**src/rtl/cond_unit.sv**
```systemverilog
// Branch/predicate condition evaluator: selects a predicate from the ALU flags
// or a signed compare of r2/r3, and registers it as t with one cycle of latency.
module cond_unit (
    input  logic        clk,
    input  logic        rst,
    input  logic        n,
    input  logic        z,
    input  logic        c,
    input  logic        v,
    input  logic [31:0] r2,
    input  logic [31:0] r3,
    input  logic [3:0]  cond,
    output logic        t
);

    typedef enum logic [3:0] {
        CC_NEVER  = 4'b0000,
        CC_EQ     = 4'b0001,
        CC_GT     = 4'b0010,
        CC_LT     = 4'b0011,
        CC_NE     = 4'b0100,
        CC_GE     = 4'b0101,
        CC_HI     = 4'b0110,
        CC_CS     = 4'b0111,
        CC_CC     = 4'b1000,
        CC_ALWAYS = 4'b1001,
        CC_MI     = 4'b1010,
        CC_PL     = 4'b1011,
        CC_VS     = 4'b1100,
        CC_VC     = 4'b1101,
        CC_LE     = 4'b1110,
        CC_RSVD   = 4'b1111
    } cond_e;

    logic signed [31:0] a_s;
    logic signed [31:0] b_s;
    logic               p;
    logic               t_p0;

    assign a_s = $signed(r2);
    assign b_s = $signed(r3);

    // Each arm reads only the inputs its condition needs, so unknowns on
    // unused inputs cannot reach the predicate.
    always_comb begin
        p = 1'b0;
        case (cond_e'(cond))
            CC_NEVER:  p = 1'b0;
            CC_EQ:     p = (a_s == b_s);
            CC_GT:     p = (a_s >  b_s);
            CC_LT:     p = (a_s <  b_s);
            CC_NE:     p = (a_s != b_s);
            CC_GE:     p = (a_s >= b_s);
            CC_HI:     p = c & ~z;
            CC_CS:     p = c;
            CC_CC:     p = ~c;
            CC_ALWAYS: p = 1'b1;
            CC_MI:     p = n;
            CC_PL:     p = ~n;
            CC_VS:     p = v;
            CC_VC:     p = ~v;
            CC_LE:     p = (a_s <= b_s);
            CC_RSVD:   p = 1'b0;
            default:   p = 1'b0;
        endcase
    end

    // Stage p0: registered predicate
    always_ff @(posedge clk) begin
        if (rst) begin
            t_p0 <= 1'b0;
        end else begin
            t_p0 <= p;
        end
    end

    assign t = t_p0;

endmodule

```
**config.mk**
```make
export PLATFORM = sky130hd
export DESIGN_NAME = cond_unit
export DESIGN_NICKNAME = d
export VERILOG_FILES = /design/src/rtl/cond_unit.sv
export SDC_FILE = /design/constraint.sdc
export NUM_CORES = 1
export LEC_CHECK = 0
export ABC_CLOCK_PERIOD_IN_PS = 4200
export BUFFER_PORTS_ARGS = -buffer_cell sky130_fd_sc_hd__buf_2
export CORE_MARGIN = 4
export CORE_UTILIZATION = 45
export DETAILED_ROUTE_END_ITERATION = 16
export PLACE_DENSITY = 0.91
export SYNTH_ARGS = -nofsm -noshare
export SYNTH_HDL_FRONTEND = slang
export SYNTH_SLANG_ARGS = --single-unit
```
**constraint.sdc**
```tcl
create_clock -name clk -period 4.2 [get_ports clk]
set_clock_uncertainty 0.15 [all_clocks]
set_input_delay 0.21 -clock clk [delete_from_list [all_inputs] [get_ports clk]]
set_output_delay 0.21 -clock clk [all_outputs]
set_load 0.005 [all_outputs]
```
==> impl_metrics.ini <==
[outcome]
status = complete, no violations

[detailed_routing]
drc = 0
wl_per_cell_um = 10.44
vias = 1248
antenna_left = 0
routed_wl_um = 2558
first_pass_iters = 4
vias_per_cell = 5.094
drt-initial-drc-count = 21

[cells_and_area]
largest_reg_flops = 1
fill_cells = 216
stdcell_count = 245
mostFrequentLayoutCells = buf_2, inv_1, ha_1
final_common_cell = buf_2
antenna_cells = 0
nets = 325
area_growth_pct = 37.03
layout-drive-gt1-share_pct = 36.41
design_area_um2 = 1454
regArea_um2 = 20.02
multi_input_area_um2 = 900.9

[synth]
ys_ff_latch = 1
avgSynthCellArea_um2 = 7.267
syn-num-nets = 252
netlist-cell-type-count = 40
synthArstFlopShare_pct = 0
synth_area_um2 = 1061
synth_ff_type = dfxtp_1
synth_edf_count = 0
ys_seq_area_share_pct = 1.887
yosys_warnings = 0
syn_inst = 146

[pwr]
clkPwrFrac_pct = 0
p_int_uw = 74.88
p_leak_uw = 0.0008816
swShare_pct = 43.50
vdd_drop_max_mv = 0.06731
total_power_uw = 132.5
p_per_area_nw_per_um2 = 91.17
p_sw_uw = 57.66
pwr-share-seq_pct = 8.5
comb_power_share_pct = 91.5

[worst_hold_path]
whs_path_depth = 4
hold_path_class = in2reg

[placed_design]
hpwlAfterDp_um = 2417
place.gp.congestion = 0.8070
placed_cell_area_um2 = 1454
dp_cells = 245
io_buffers = 74

[grt]
grt_max_degree = 12
grt.total_usage_pct = 15.42
grt_pass1_wl_um = 4333
grt_overflow = 0
antenna_found_initial = 0
grt_pass1_vias = 1180

[floorplan]
boundaryPins = 75
initial_utilization_pct = 47.51
die_width_um = 56.56
core-area_um2 = 2233
die_area_um2 = 3198
row_count = 17
die_y_um = 56.56

[clocking]
ctsResizeCount = 0
cts_setup_buffers = 0
clk_pin_slew_ns = 0
cts_hold_buf = 0

[timing]
tns_ns = 0
tightest_slew_ns = 0.3984
relSlewSlack_pct = 72.75
rsz0062_at_grt = false
max_freq_mhz = 484.3
fin_crit_ns = 2.065
fin_crit_sh_pct = 49.16
final_hold_viol_count = 0
finalSetupViolCount = 0
slew_viol_final = 0

[run]
cap_violations = 0

[setup_path]
path_max_fanout = 3
path_class = in2reg
endpoint_kind = register
start_kind = input port
cp_data_arrival_time_ns = 1.79
worstPathRequired_ns = 3.92
-- logic make-up (layout without fill, tap and decap cells) --
kind of cell	Yosys count	in the layout	share of synthesized area, %
AO/OA/AOI/OAI	35	35	21.70
XOR/XNOR	2	2	1.651
adder cells (fa/ha/maj)	32	32	37.74
buffers and inverters	37	108	13.21
flip-flops	1	1	1.887
multiplexers	1	1	0.9434
AND/OR/NAND/NOR	38	38	22.88
-- layout make-up --
cell class / instances / share of cell area (%)
flip-flops and latches: 1 / 1.377
repair buffers: 74 / 25.47
multi-input cells: 108 / 61.96
inverters: 34 / 8.778
well taps: 28 / 2.410
-- metal layers --
layer | GRT usage, % | wire, um | vias to the layer above | part of all wire, %
li1 | - | - | 665 | -
met1 | 19.05 | 1055 | 537 | 41
met2 | 29.87 | 1277 | 46 | 50
met3 | 1.609 | 225 | 0 | 8.8
met4 | 0 | 0 | 0 | 0
met5 | 0 | 0 | - | 0
-- power groups by stage --
stage          Combinational [uW]  Clock (uW)  Sequential (uW)
6_report                      121           0             11.3
5_1_grt                       140           0             11.3
4_1_cts                       123           0             11.3
3_5_place_dp                  122           0             11.3
3_3_place_gp                  118           0             11.3
2_1_floorplan                73.5           0             11.4
-- critical path, cell delays in order --
cell and delay [ns]:
buf_2 0.10, ha_1 0.32, a21oi_1 0.17, o21ai_1 0.09, a221o_1 0.32, o31a_1 0.30, o22a_1 0.17, mux2i_1 0.11
-- worst paths after layout --
kind,start,end,slack (ns)
setup / recovery,r2[7],t,2.14
hold / removal,rst,t,0.35
-- synthesized netlist by cell type, drive strengths merged, types with 2 or more instances --
| library cell | n | area [um^2] |
|---|---|---|
| inv | 34 | 127.6 |
| ha | 32 | 400.4 |
| a21o | 2 | 15.01 |
| buf | 2 | 8.750 |
| xnor2 | 2 | 17.52 |
| nor2 | 8 | 30.03 |
| nand3 | 3 | 15.01 |
| nand4 | 9 | 77.57 |
| o21ai | 5 | 25.02 |
| nand2 | 7 | 26.28 |
| nor2b | 2 | 12.51 |
| a211oi | 2 | 15.01 |
| nor3 | 2 | 10.01 |
| o31ai | 2 | 15.01 |
| a21oi | 14 | 73.82 |
-- metrics by stage --
step,setup slack (ns),util (%),hold WS (ns)
after floorplan,2.329,-,0.2460
after global placement,2.143,65.10,0.3450
after detailed placement,2.120,65.10,0.3532
after CTS,2.119,65.10,0.3531
after global routing,1.982,65.10,0.3706
final,2.135,65.10,0.3453
No activity file was read; power rests on OpenSTA's default activity.
